## src/rtl/fadd_issue_ctrl.sv

```systemverilog
// Issue front end for the 3-cycle single-precision adder: valid/ready op port, tag shift chain,
// credit-checked output FIFO. Optional flush port is enabled by defining FADD_ISSUE_FLUSH_EN.

module fadd (
    input  logic        clk,
    input  logic [31:0] adata,
    input  logic [31:0] bdata,
    output logic [31:0] result
);
    // Stage 1: order by magnitude, align the smaller mantissa with guard/round/sticky bits
    logic        a_big;
    logic [31:0] big;
    logic [31:0] sml;
    logic [7:0]  eb;
    logic [7:0]  es;
    logic [7:0]  eb_eff;
    logic [7:0]  es_eff;
    logic [23:0] mb;
    logic [23:0] ms;
    logic [7:0]  d;
    logic [49:0] ext;
    logic [26:0] sml27;
    logic [31:0] spec_val;

    assign a_big  = adata[30:0] >= bdata[30:0];
    assign big    = a_big ? adata : bdata;
    assign sml    = a_big ? bdata : adata;
    assign eb     = big[30:23];
    assign es     = sml[30:23];
    assign eb_eff = (eb == 8'd0) ? 8'd1 : eb;
    assign es_eff = (es == 8'd0) ? 8'd1 : es;
    assign mb     = {|eb, big[22:0]};
    assign ms     = {|es, sml[22:0]};
    assign d      = eb_eff - es_eff;

    always_comb begin
        ext = {ms, 26'b0} >> d;
        if (d > 8'd26) sml27 = {26'b0, |ms};
        else           sml27 = {ext[49:24], ext[23] | (|ext[22:0])};
        spec_val = big;
        if ((big[22:0] != 23'd0) || ((es == 8'hFF) && (big[31] != sml[31])))
            spec_val = 32'h7FC0_0000;
    end

    logic        s1_sign, s1_zero_sign, s1_sub, s1_spec;
    logic [7:0]  s1_exp;
    logic [26:0] s1_mb, s1_ms;
    logic [31:0] s1_spec_val;

    always_ff @(posedge clk) begin
        s1_sign      <= big[31];
        s1_zero_sign <= big[31] & sml[31];
        s1_sub       <= big[31] ^ sml[31];
        s1_spec      <= (eb == 8'hFF);
        s1_spec_val  <= spec_val;
        s1_exp       <= eb_eff;
        s1_mb        <= {mb, 3'b0};
        s1_ms        <= sml27;
    end

    // Stage 2: add/subtract and normalise, stopping at the denormal boundary
    logic [27:0] sum;
    logic [4:0]  lz;
    logic [8:0]  lim;
    logic [8:0]  sh;
    logic [26:0] n_m;
    logic [8:0]  n_e;

    always_comb begin
        sum = s1_sub ? ({1'b0, s1_mb} - {1'b0, s1_ms}) : ({1'b0, s1_mb} + {1'b0, s1_ms});
        lz  = 5'd27;
        for (int i = 0; i <= 26; i++) begin
            if (sum[i]) lz = 5'(26 - i);
        end
        lim = {1'b0, s1_exp} - 9'd1;
        sh  = ({4'b0, lz} < lim) ? {4'b0, lz} : lim;
        if (sum[27]) begin
            n_m = {sum[27:2], sum[1] | sum[0]};
            n_e = {1'b0, s1_exp} + 9'd1;
        end else begin
            n_m = sum[26:0] << sh;
            n_e = {1'b0, s1_exp} - sh;
            if (!n_m[26]) n_e = 9'd0;
        end
    end

    logic        s2_sign, s2_spec;
    logic [8:0]  s2_exp;
    logic [26:0] s2_m;
    logic [31:0] s2_spec_val;

    always_ff @(posedge clk) begin
        s2_sign     <= (sum == 28'd0) ? s1_zero_sign : s1_sign;
        s2_spec     <= s1_spec;
        s2_spec_val <= s1_spec_val;
        s2_exp      <= n_e;
        s2_m        <= n_m;
    end

    // Stage 3: round to nearest even, pack, saturate to infinity
    logic        rnd;
    logic [24:0] mr;
    logic [8:0]  e9;
    logic [22:0] frac;
    logic [31:0] res_d;

    always_comb begin
        rnd = s2_m[2] & (s2_m[1] | s2_m[0] | s2_m[3]);
        mr  = {1'b0, s2_m[26:3]} + {24'b0, rnd};
        e9  = s2_exp + {8'b0, mr[24]};
        if (!mr[24] && (s2_exp == 9'd0) && mr[23]) e9 = 9'd1;
        frac = mr[24] ? mr[23:1] : mr[22:0];
        if (s2_spec)             res_d = s2_spec_val;
        else if (e9 >= 9'd255)   res_d = {s2_sign, 8'hFF, 23'b0};
        else                     res_d = {s2_sign, e9[7:0], frac};
    end

    always_ff @(posedge clk) begin
        result <= res_d;
    end
endmodule

module fadd_issue_ctrl #(
    parameter int TAG_W     = 5,
    parameter int LAT       = 3,
    parameter int OUT_DEPTH = 5
) (
    input  logic             clk,
    input  logic             rstn,
    input  logic             in_valid,
    output logic             in_ready,
    input  logic             in_op,
    input  logic [31:0]      in_a,
    input  logic [31:0]      in_b,
    input  logic [TAG_W-1:0] in_tag,
    output logic             out_valid,
    input  logic             out_ready,
    output logic [31:0]      out_data,
    output logic [TAG_W-1:0] out_tag
`ifdef FADD_ISSUE_FLUSH_EN
    ,
    input  logic             flush
`endif
);
    localparam int CNT_W = $clog2(OUT_DEPTH + 1);
    localparam int PTR_W = $clog2(OUT_DEPTH);
    localparam int SUM_W = $clog2(OUT_DEPTH + LAT + 1);

    // Handshake: a transfer happens on any clk edge where valid and ready are both high;
    // ready never depends on valid on the same port, and an offered op stays until taken.
    logic             accept;
    logic             pop;
    logic             wr;
    logic             do_flush;
    logic [LAT-1:0]   v;
    logic [TAG_W-1:0] tag_q [LAT];
    logic [PTR_W-1:0] wr_ptr, rd_ptr;
    logic [CNT_W-1:0] count;
    logic [31:0]      mem_data [OUT_DEPTH];
    logic [TAG_W-1:0] mem_tag  [OUT_DEPTH];
    logic [SUM_W-1:0] inflight;
    logic [31:0]      fadd_result;
    logic [31:0]      bdata;

`ifdef FADD_ISSUE_FLUSH_EN
    assign do_flush = flush;
`else
    assign do_flush = 1'b0;
`endif

    assign bdata = {in_b[31] ^ in_op, in_b[30:0]};

    fadd u_fadd (
        .clk    (clk),
        .adata  (in_a),
        .bdata  (bdata),
        .result (fadd_result)
    );

    always_comb begin
        inflight = '0;
        for (int i = 0; i < LAT; i++) inflight = inflight + SUM_W'(v[i]);
    end

    // A pop in the same cycle is not credited; keeps in_ready free of out_ready.
    assign in_ready  = (inflight + SUM_W'(count)) < SUM_W'(OUT_DEPTH);
    assign accept    = in_valid & in_ready;
    assign out_valid = (count != '0);
    assign pop       = out_valid & out_ready;
    assign wr        = v[LAT-1];
    assign out_data  = mem_data[rd_ptr];
    assign out_tag   = mem_tag[rd_ptr];

    always_ff @(posedge clk or negedge rstn) begin
        if (!rstn) begin
            v      <= '0;
            wr_ptr <= '0;
            rd_ptr <= '0;
            count  <= '0;
            for (int i = 0; i < LAT; i++) tag_q[i] <= '0;
            for (int i = 0; i < OUT_DEPTH; i++) begin
                mem_data[i] <= '0;
                mem_tag[i]  <= '0;
            end
        end else begin
            tag_q[0] <= in_tag;
            for (int i = 1; i < LAT; i++) tag_q[i] <= tag_q[i-1];
            if (wr) begin
                mem_data[wr_ptr] <= fadd_result;
                mem_tag[wr_ptr]  <= tag_q[LAT-1];
            end
            if (do_flush) begin
                v      <= '0;
                wr_ptr <= '0;
                rd_ptr <= '0;
                count  <= '0;
            end else begin
                v <= {v[LAT-2:0], accept};
                if (wr)
                    wr_ptr <= (wr_ptr == PTR_W'(OUT_DEPTH - 1)) ? '0 : wr_ptr + 1'b1;
                if (pop)
                    rd_ptr <= (rd_ptr == PTR_W'(OUT_DEPTH - 1)) ? '0 : rd_ptr + 1'b1;
                case ({wr, pop})
                    2'b10:   count <= count + 1'b1;
                    2'b01:   count <= count - 1'b1;
                    default: count <= count;
                endcase
            end
        end
    end
endmodule

```

## config.mk

```make
export PLATFORM = sky130hd
export DESIGN_NAME = fadd_issue_ctrl
export DESIGN_NICKNAME = d
export VERILOG_FILES = /design/src/rtl/fadd_issue_ctrl.sv
export SDC_FILE = /design/constraint.sdc
export NUM_CORES = 1
export LEC_CHECK = 0
export CAP_MARGIN = 10
export CORE_MARGIN = 2
export CORE_UTILIZATION = 48
export DETAILED_ROUTE_END_ITERATION = 7
export HOLD_SLACK_MARGIN = 0.02
export PLACE_DENSITY_LB_ADDON = 0.05
export SETUP_SLACK_MARGIN = 0.1
export SLEW_MARGIN = 10
export SYNTH_ARGS = -nofsm -noshare
export SYNTH_HDL_FRONTEND = slang
export SYNTH_SLANG_ARGS = --single-unit
```

## constraint.sdc

```tcl
create_clock -name clk -period 8.91 [get_ports clk]
set_clock_uncertainty 0.05 [all_clocks]
set_input_delay 0.891 -clock clk [delete_from_list [all_inputs] [get_ports clk]]
set_output_delay 0.891 -clock clk [all_outputs]
set_load 0.01 [all_outputs]
```

# Word-level counts from Yosys, hierarchy flattened
# Cells that the tools add are included.
dict set report totals {
  input_bits 74
  out_inout_bits 39
  reg_bits 409
  wordCells 151
}
dict set report classes {
  n_shift 2
  reduce_logical 17
  n_bitwise 12
  n_eq_ne 7
  muxes 57
  order_cmp 8
  add_sub_neg 15
}
# cell n
set op_table {}
lappend op_table {{two-way mux 32 bit} 6}
lappend op_table {{bitwise mux 160 bit} 1}
lappend op_table {{binary-select mux 32 bit (select 3 bit)} 1}
lappend op_table {{demux 32 bit (select 3 bit)} 1}
lappend op_table {{two-way mux 5 bit} 19}
lappend op_table {{right shift 50 x 8 -> 50 bit} 1}
lappend op_table {{two-way mux 9 bit} 4}
lappend op_table {{two-way mux 4 bit} 8}
lappend op_table {{>= comparator 31 bit} 1}
lappend op_table {{two-way mux 31 bit} 1}
lappend op_table {{OR reduction 31 bit} 1}
lappend op_table {{adder 27 x 27 -> 28 bit} 1}
lappend op_table {{logical NOT 28 bit} 1}
lappend op_table {{two-way mux 28 bit} 1}
lappend op_table {{subtractor 27 x 27 -> 28 bit} 1}
lappend op_table {{left shift 27 x 9 -> 27 bit} 1}
lappend op_table {{two-way mux 26 bit} 1}
lappend op_table {{adder 24 x 1 -> 25 bit} 1}
lappend op_table {{bitwise mux 25 bit} 1}
lappend op_table {{two-way mux 23 bit} 1}
lappend op_table {{nonzero test 23 bit} 1}
lappend op_table {{OR reduction 23 bit} 1}
lappend op_table {{equality test 8 bit (second input constant)} 2}
lappend op_table {{logical NOT 8 bit} 2}
lappend op_table {{other kinds (38)} 59}

# Depth between registers and ports, before layout
dict set report depth {
  word_depth 34
  mapped_depth 37
  mapped_depth_nobuf 33
}

# By module
# A second synthesis with hierarchy kept.
dict set report hier_totals {
  cells_unflattened 2470
  area_unflattened_um2 24083.1
}
# mod seq_area_each_um2 cells_per_inst area_each_um2 n_inst
set by_module_without_submodules {}
lappend by_module_without_submodules {fadd 3943.8 1826 14706.6 1}
lappend by_module_without_submodules {fadd_issue_ctrl 5305.1 644 9376.5 1}

# Least setup slack after synthesis
# No wires, ideal clock.
dict set report synth_path {
  kind {in2reg}
  startpoint {input in_b[14]}
  endpoint {register u_fadd.s1_ms[0]}
  setup_ns 0.144
  arrival_ns 7.268
  required_time_ns 8.716
  n_path_buf 6
  setup_slack_ns 1.448
  path_stages 36
  cell_sequence {inv_1 > ha_1 > nand4_1 > nor3_1 > a21oi_1 > o211ai_1 > a31oi_1 > o211ai_1 > a311o_1 > buf_2 > clkbuf_1 > buf_1 > clkbuf_1 > clkbuf_1 > a21oi_1 > nand4_1 > nor2_1 > nor2b_1 > ha_1 > nor2b_1 > o21ai_0 > a21boi_0 > o21ai_0 > nand2b_1 > a21o_1 > a21o_1 > xnor2_1 > clkbuf_1 > nor2_1 > a222oi_1 > nor2_1 > a211oi_1 > o21ai_0 > or3_1 > o31ai_1 > a32oi_1}
}
dict set report synth_between {
  elab_chain_len 9
  elab_cells_between_ends 15
  cone_classes {add/sub (1); order compare (2); shift (1); mux (5); bitwise (1); reduce/logical (5)}
}
# item line_no
set synth_lines {}
lappend synth_lines {{start, declared} 134} ;# input logic [31:0] in_b,
lappend synth_lines {{>= comparator 31 bit} 25} ;# assign a_big = adata[30:0] >= bdata[30:0];
lappend synth_lines {{two-way mux 32 bit (on tied branches)} {26, 27}}
lappend synth_lines {{logical NOT 8 bit (on tied branches)} {30, 31}}
lappend synth_lines {{two-way mux 8 bit (on tied branches)} {30, 31}}
lappend synth_lines {{subtractor 8 bit} 34} ;# assign d = eb_eff - es_eff;
lappend synth_lines {{right shift 50 x 8 -> 50 bit} 37} ;# ext = {ms, 26'b0} >> d;
lappend synth_lines {{OR reduction 23 bit} 39} ;# else sml27 = {ext[49:24], ext[23] | (|ext[22:0])};
lappend synth_lines {{bitwise OR 1 bit} 39}
lappend synth_lines {{two-way mux 1 bit (*)} 38} ;# if (d > 8'd26) sml27 = {26'b0, |ms};
lappend synth_lines {{via u_fadd.sml27[0]} 22} ;# logic [26:0] sml27;
lappend synth_lines {{end signal, assigned} 58} ;# s1_ms <= sml27;
lappend synth_lines {{end, declared} 47} ;# logic [26:0] s1_mb, s1_ms;
# The timed path passes the listed nets; every way through them passes the cells marked *.
# A chain may end at the register's enable or synchronous reset.

# Worst setup path after layout
dict set report layout_path {
  startpoint {register u_fadd.s1_ms[8]}
  endpoint {register u_fadd.s2_exp[7]}
}
dict set report layout_between {
  elab_chain_len 26
  elab_cells_between_ends 28
  cone_classes {add/sub (3); order compare (1); shift (1); mux (23)}
}
# item line_no
set layout_lines {}
lappend layout_lines {{adder 27 x 27 -> 28 bit or subtractor 27 x 27 -> 28 bit (tied branches)} 70} ;# sum = s1_sub ? ({1'b0, s1_mb} - {1'b0, s1_ms}) : ({1'b0, s1_mb} + {1'b0, s1_ms});
lappend layout_lines {{two-way mux 28 bit (*)} 70}
lappend layout_lines {{two-way mux 4 bit (3 in series)} 73} ;# if (sum[i]) lz = 5'(26 - i);
lappend layout_lines {{two-way mux 5 bit (16 in series)} 73}
lappend layout_lines {{< comparator 5 x 9 -> 1 bit} 76} ;# sh = ({4'b0, lz} < lim) ? {4'b0, lz} : lim;
lappend layout_lines {{two-way mux 9 bit} 76}
lappend layout_lines {{subtractor 8 x 9 -> 9 bit or left shift 27 x 9 -> 27 bit (tied branches)} {82, 81}}
lappend layout_lines {{two-way mux 9 bit} 83} ;# if (!n_m[26]) n_e = 9'd0;
lappend layout_lines {{two-way mux 9 bit (*)} 77} ;# if (sum[27]) begin
lappend layout_lines {{via u_fadd.n_e[7]} 67} ;# logic [8:0] n_e;
lappend layout_lines {{end signal, assigned} 96} ;# s2_exp <= n_e;
lappend layout_lines {{end, declared} 88} ;# logic [8:0] s2_exp;
# Marked as above.

==> results.ini <==
[clock_network]
post-cts-setup-buffer-count=0
tritoncts=built
cts.repair.resized=0
clockBufferDepth=3
cts_buffers=44
cts.clk_slew.worst_paths_ns=0.06
htree_levels=2
cts-root-buf=clkbuf_16
clock_latency_ns=0.60
postCtsHoldBufs=0
cts_sinks=409

[timing]
hold_ws_ns=0.257
slew_headroom=0.208
slew_violations=0
finalSetupViolCount=0
period_minus_slack_ns=7.73
finalSetupTns_ns=0
fmax_mhz=129
rsz0062_at_grt=no
hold_viol=0
worst_pin_slew_ns=1.18
period_share=0.868

[logic_synthesis]
yosysTopAreaCell=dfrtp_1
synth_top_area_share=0.226
postSynthRegisterBits=409
syn_area_mm2=0.0235
synth_ff_type=dfrtp_1
synth-seq-area-share=0.394
ys_warn_count=0
synth_edf_count=0
syn-instance-count=2413
avgSynthCellArea_um2=9.72
synth_cell_type_count=90
async_flop_share=0.518
synth_area_leaders=dfrtp_1 (23%), dfxtp_1 (17%), mux2_2 (10%)

[setup_path]
path_class=register to register
critPathCaptureType=register
crit_end=u_fadd.s2_exp[7]
cp_num_cells=32
crit_fanout=31
crit_required_ns=9.34
critPathTopFamily=compound AO/OA/AOI/OAI gates
slowest_stage=a2111oi_0
crit_path_max_incr_delay_ns=0.58
r2r_start=u_fadd.s1_ms[8]
critical_path_buf_inv_count=3
cp.arrival_ns=8.16
reg2regPathDepth=32
crit_start=u_fadd.s1_ms[8]
rr_endpoint=u_fadd.s2_exp[7]
crit_path_start_kind=register
reg2reg_slack_ns=1.18
crit_path_frequent_cell=a21o_1

[grt]
grt_pass1_wl_um=103000
overflow=0
grtUsageTotal=0.258
grt_max_degree=80
antenna_found_initial=0
first_global_vias=18600

[die]
io_pins=113
die_x_um=225
core_mm2=0.0485
rows=81
die-area_mm2=0.0507
die_h_um=225
initial_utilization=0.483

[placement]
io_buffers=112
hpwl_um=48400
gp_congestion=0.910
place_area_mm2=0.0252

[min_path]
hold_class=primary input to asynchronous set/reset pin

[run_status]
status=finished clean

[routing]
via_per_inst=5.86
route.vias.total=18500
drtPass1Iterations=5
antenna_left=0
drc_errors=0
wl_per_cell_um=20.7
drt_wl_total_um=65400
dr.first_iter.drc_count=1251

[pwr]
p_leak_nw=11.5
ir_worst_vdd_mv=0.180
power_density_mw_per_mm2=341

[final_layout]
fill_cells=4405
nets=2685
diodes=0
final_core_util=0.552
synthToLayoutAreaGrowth_pct=14.3
drive_gt1_frac=0.151
post-route-cell-area_mm2=0.0268

[job]
cap_violations=0

per-layer routing:
metal | GRT usage | vias up | routed length, um
met2 | 0.453 | 435 | 32300
li1 | - | 8855 | -
met1 | 0.315 | 9025 | 27600
met4 | 0.113 | 0 | 2890
met3 | 0.0336 | 144 | 2590
met5 | 0 | - | 0
sequential cells by signal (all words and copies together), names as in the netlist, 3 cells and up:
register,cells
rd_ptr,3
u_fadd.result,32
wr_ptr,3
u_fadd.s1_spec_val,32
u_fadd.s1_exp,8
u_fadd.s1_mb,24
mem_tag,25
count,3
mem_data,160
tag_q,15
u_fadd.s2_spec_val,32
v,3
u_fadd.s2_m,27
u_fadd.s1_ms,27
u_fadd.s2_exp,9
synth_stat cells, types with 29 or more instances:
cell / instances
a21oi_1: 114
ha_1: 112
xnor2_1: 44
nand4_1: 29
nand2_1: 181
o22ai_1: 64
dfrtp_1: 212
dfxtp_1: 197
nor2_1: 161
inv_1: 131
nand3_1: 35
o21ai_0: 122
mux2i_1: 183
nor3_1: 48
mux2_2: 213
clkbuf_1: 106
xor2_1: 31
nor4_1: 32
power breakdown:
group          internal, mW  switching [mW]
Combinational          1.91            2.33
Clock                  1.20           0.768
Sequential             2.48           0.442
Total                  5.59            3.54
worst min-delay path by stage:
stage / to / cells after the start
after floorplan: u_fadd.s2_spec / 0
after global placement: u_fadd.s2_spec_val[6] / 0
after detailed placement: u_fadd.s2_spec_val[20] / 0
after CTS: mem_data[70] / 1
after global routing: u_fadd.s2_spec_val[23] / 0
final: mem_data[70] / 1
worst register-to-register path: cells and delay by family (launching register included):
kind,cells,cell delay [ns]
flip-flops,1,0.34
buffers and inverters,3,0.37
AO/OA/AOI/OAI,17,3.90
adder cells (fa/ha/maj),3,1.05
multiplexers,1,0.52
AND/OR/NAND/NOR,6,0.87
XOR/XNOR,2,0.50
layout by cell type, fill, tap and decap left out, types with 64 or more instances in the layout:
cell             count
dfrtp_1            210
ha_1               112
mux2i_1            183
inv_1              131
nor2_1             159
a21oi_1            114
nand2_1            181
dfxtp_1            197
o22ai_1             64
clkdlybuf4s50_1    111
o21ai_0            122
mux2_2             213
cell type report:
class / instances / area [um^2] / share of cell area
Tap cell: 622 / 778 / 0.0290
Sequential cell: 409 / 9250 / 0.345
Clock inverter: 16 / 205 / 0.00765
Timing Repair Buffer: 148 / 1390 / 0.0519
Inverter: 135 / 507 / 0.0189
Clock buffer: 66 / 1410 / 0.0527
Multi-Input combinational cell: 1755 / 13300 / 0.495
cell families after synthesis:
logic type / Yosys count / share of synthesized area
muxes: 417 / 0.199
buffers and inverters: 272 / 0.0455
adders and majority gates: 118 / 0.0649
xor gates and xnor gates: 77 / 0.0294
other: 2 / 0.000320
AOI/OAI and AO/OA: 517 / 0.144
DFF: 409 / 0.394
and+or+nand+nor: 601 / 0.122
stage by stage:
step | total power [mW] | setup slack [ns] | instances
2_1_floorplan | 5.77 | 1.45 | 2436
6_report | 9.13 | 1.18 | 3151
4_1_cts | 9.19 | 1.30 | 3150
3_5_place_dp | 7.18 | 0.924 | 3068
5_1_grt | 9.73 | 0.518 | 3151
3_3_place_gp | 7.12 | 1.09 | 3068
Power figures use the tool's default switching activity.
==> variant: new RTL, same flow settings <==
Build with the macro `FADD_ISSUE_FLUSH_EN` defined.
--- a/src/rtl/fadd_issue_ctrl.sv
+++ b/src/rtl/fadd_issue_ctrl.sv
@@ -2,2 +2,4 @@
 // credit-checked output FIFO. Optional flush port is enabled by defining FADD_ISSUE_FLUSH_EN.
+
+`define FADD_ISSUE_FLUSH_EN
 
Ports: changed (added flush); port bits go from 113 to 114. No check against the original RTL was run, so the function may have changed too.
==> variant against the original RTL <==
  * Wire length grew 1.2%
  * Worst setup slack lost 0.25 ns
  * Cell area grew 1.4%
  * Sequential cell count is the same
  * Sequential power shrank 16%
  * Synthesized cell count grew 0.58%
  * Total power shrank 20%
  * Synthesized area grew 1.7%
  * Hold slack is essentially flat
  * Critical path type unchanged
==> variant: results (changes against the original RTL) <==
** Outcome
- Run status: finished, final reports clean (unchanged).

** Placement
- The cell area reported after detailed placement was 25,650 sq um (was 25,190 sq um).
- The count of input and output buffers is 113 (was 112).
- Setup slack at placement :: 0.4814 ns (was 0.9242 ns)
- The number of placed instances, taps included was 3,128 (was 3,068).
- Gp weighted congestion :: 0.9069 (was 0.9101)

** Logic synthesis
- Gate count of the mapped netlist :: 2,427 (was 2,413)
- The fraction of synthesized cell area in xor and xnor cells is 0.02534 (was 0.02939).
- The post-synthesis compound-gate area fraction came to 0.1531 (was 0.1443).
- Adder-cell share of the synthesized area :: 0.06326 (was 0.06486)
- Largest cells by area after synthesis :: sky130_fd_sc_hd__dfrtp_1, sky130_fd_sc_hd__dfxtp_1, sky130_fd_sc_hd__mux2_2 (unchanged)

** Setup path
- The data arrival time of the worst path is 8.42 ns (was 8.16 ns).
- Max Fanout on Critical Path :: 13 (was 31)
- Slowest cell on the critical path :: sky130_fd_sc_hd__a21boi_0 (was sky130_fd_sc_hd__a2111oi_0)
- Setup slack, reg-to-reg :: 0.93 ns (was 1.18 ns)
- CP peak stage delay :: 0.52 ns (was 0.58 ns)

** Worst hold path
- Path type of the worst min-delay path :: reg2reg (was in2async)

** Power and ir drop
- Lkg Pwr :: 11.84 nW (was 11.49 nW)
- Peak VDD IR :: 166.4 uV (was 179.9 uV)
- The internal power summed over all cells is 0.004540 W (was 0.005591 W).
- Combinational cell fraction of total power :: 0.408 (was 0.465)
- Reported sequential group power :: 0.00244 W (was 0.00292 W)

** Global route
- The global routing met3 resource utilization came to 0.03097 (was 0.03364).
- The largest net degree at the start of global routing is 137 (was 80).
- The overall routing resource usage is 0.2550 (was 0.2575).

** Routing
- The first-pass detailed-route iteration total was 6 (was 5).
- Average detailed-routed wire length per instance :: 20.61 um (was 20.75 um)
- The initial DRC count was 1,409 (was 1,251).
- The met1 routed wirelength after detailed routing was 27,860 um (was 27,620 um).
- Mean number of vias per cell :: 5.890 (was 5.858)
- The routed wire length on met3 is 2723 um (was 2585 um).

** Timing
- The final-layout worst hold slack was 0.2571 ns (was 0.2569 ns).
- Slew at the pin closest to its max-slew limit :: 1.077 ns (was 1.176 ns)

** Final layout
- Final cell count without fillers :: 3,211 (was 3,151)
- Multi-input combinational cell area :: 13,720 sq um (was 13,260 sq um)
- Share of final-layout standard cells stronger than drive strength 1 :: 0.1563 (was 0.1510)
- Layout fillers :: 4,467 (was 4,405)
variant: how the worst max path moves through the flow:
stage                                from                        to  slack, ns  cells past startpoint
2_1_floorplan                    in_b[12]   u_fadd.s1_ms[0]$_DFF_P_       0.75                     30
6_report       u_fadd.s1_ms[3]$_SDFF_PP0_  u_fadd.s2_exp[7]$_DFF_P_       0.93                     31
3_3_place_gp                      in_b[1]   u_fadd.s1_ms[0]$_DFF_P_       0.63                     30
5_1_grt                           in_b[1]   u_fadd.s1_ms[0]$_DFF_P_       0.37                     30
4_1_cts        u_fadd.s1_ms[3]$_SDFF_PP0_  u_fadd.s2_exp[7]$_DFF_P_       0.97                     31
3_5_place_dp                      in_b[1]   u_fadd.s1_ms[0]$_DFF_P_       0.48                     30
variant: cell type report:
class,count,share of cell area
timing repair buffer,143,0.05000
antenna,1,0.00009200
clock inverter,13,0.004784
inverter,130,0.01794
tap,664,0.03054
clock buffer,69,0.05198
multi-input combinational,1782,0.5044
sequential,409,0.3402
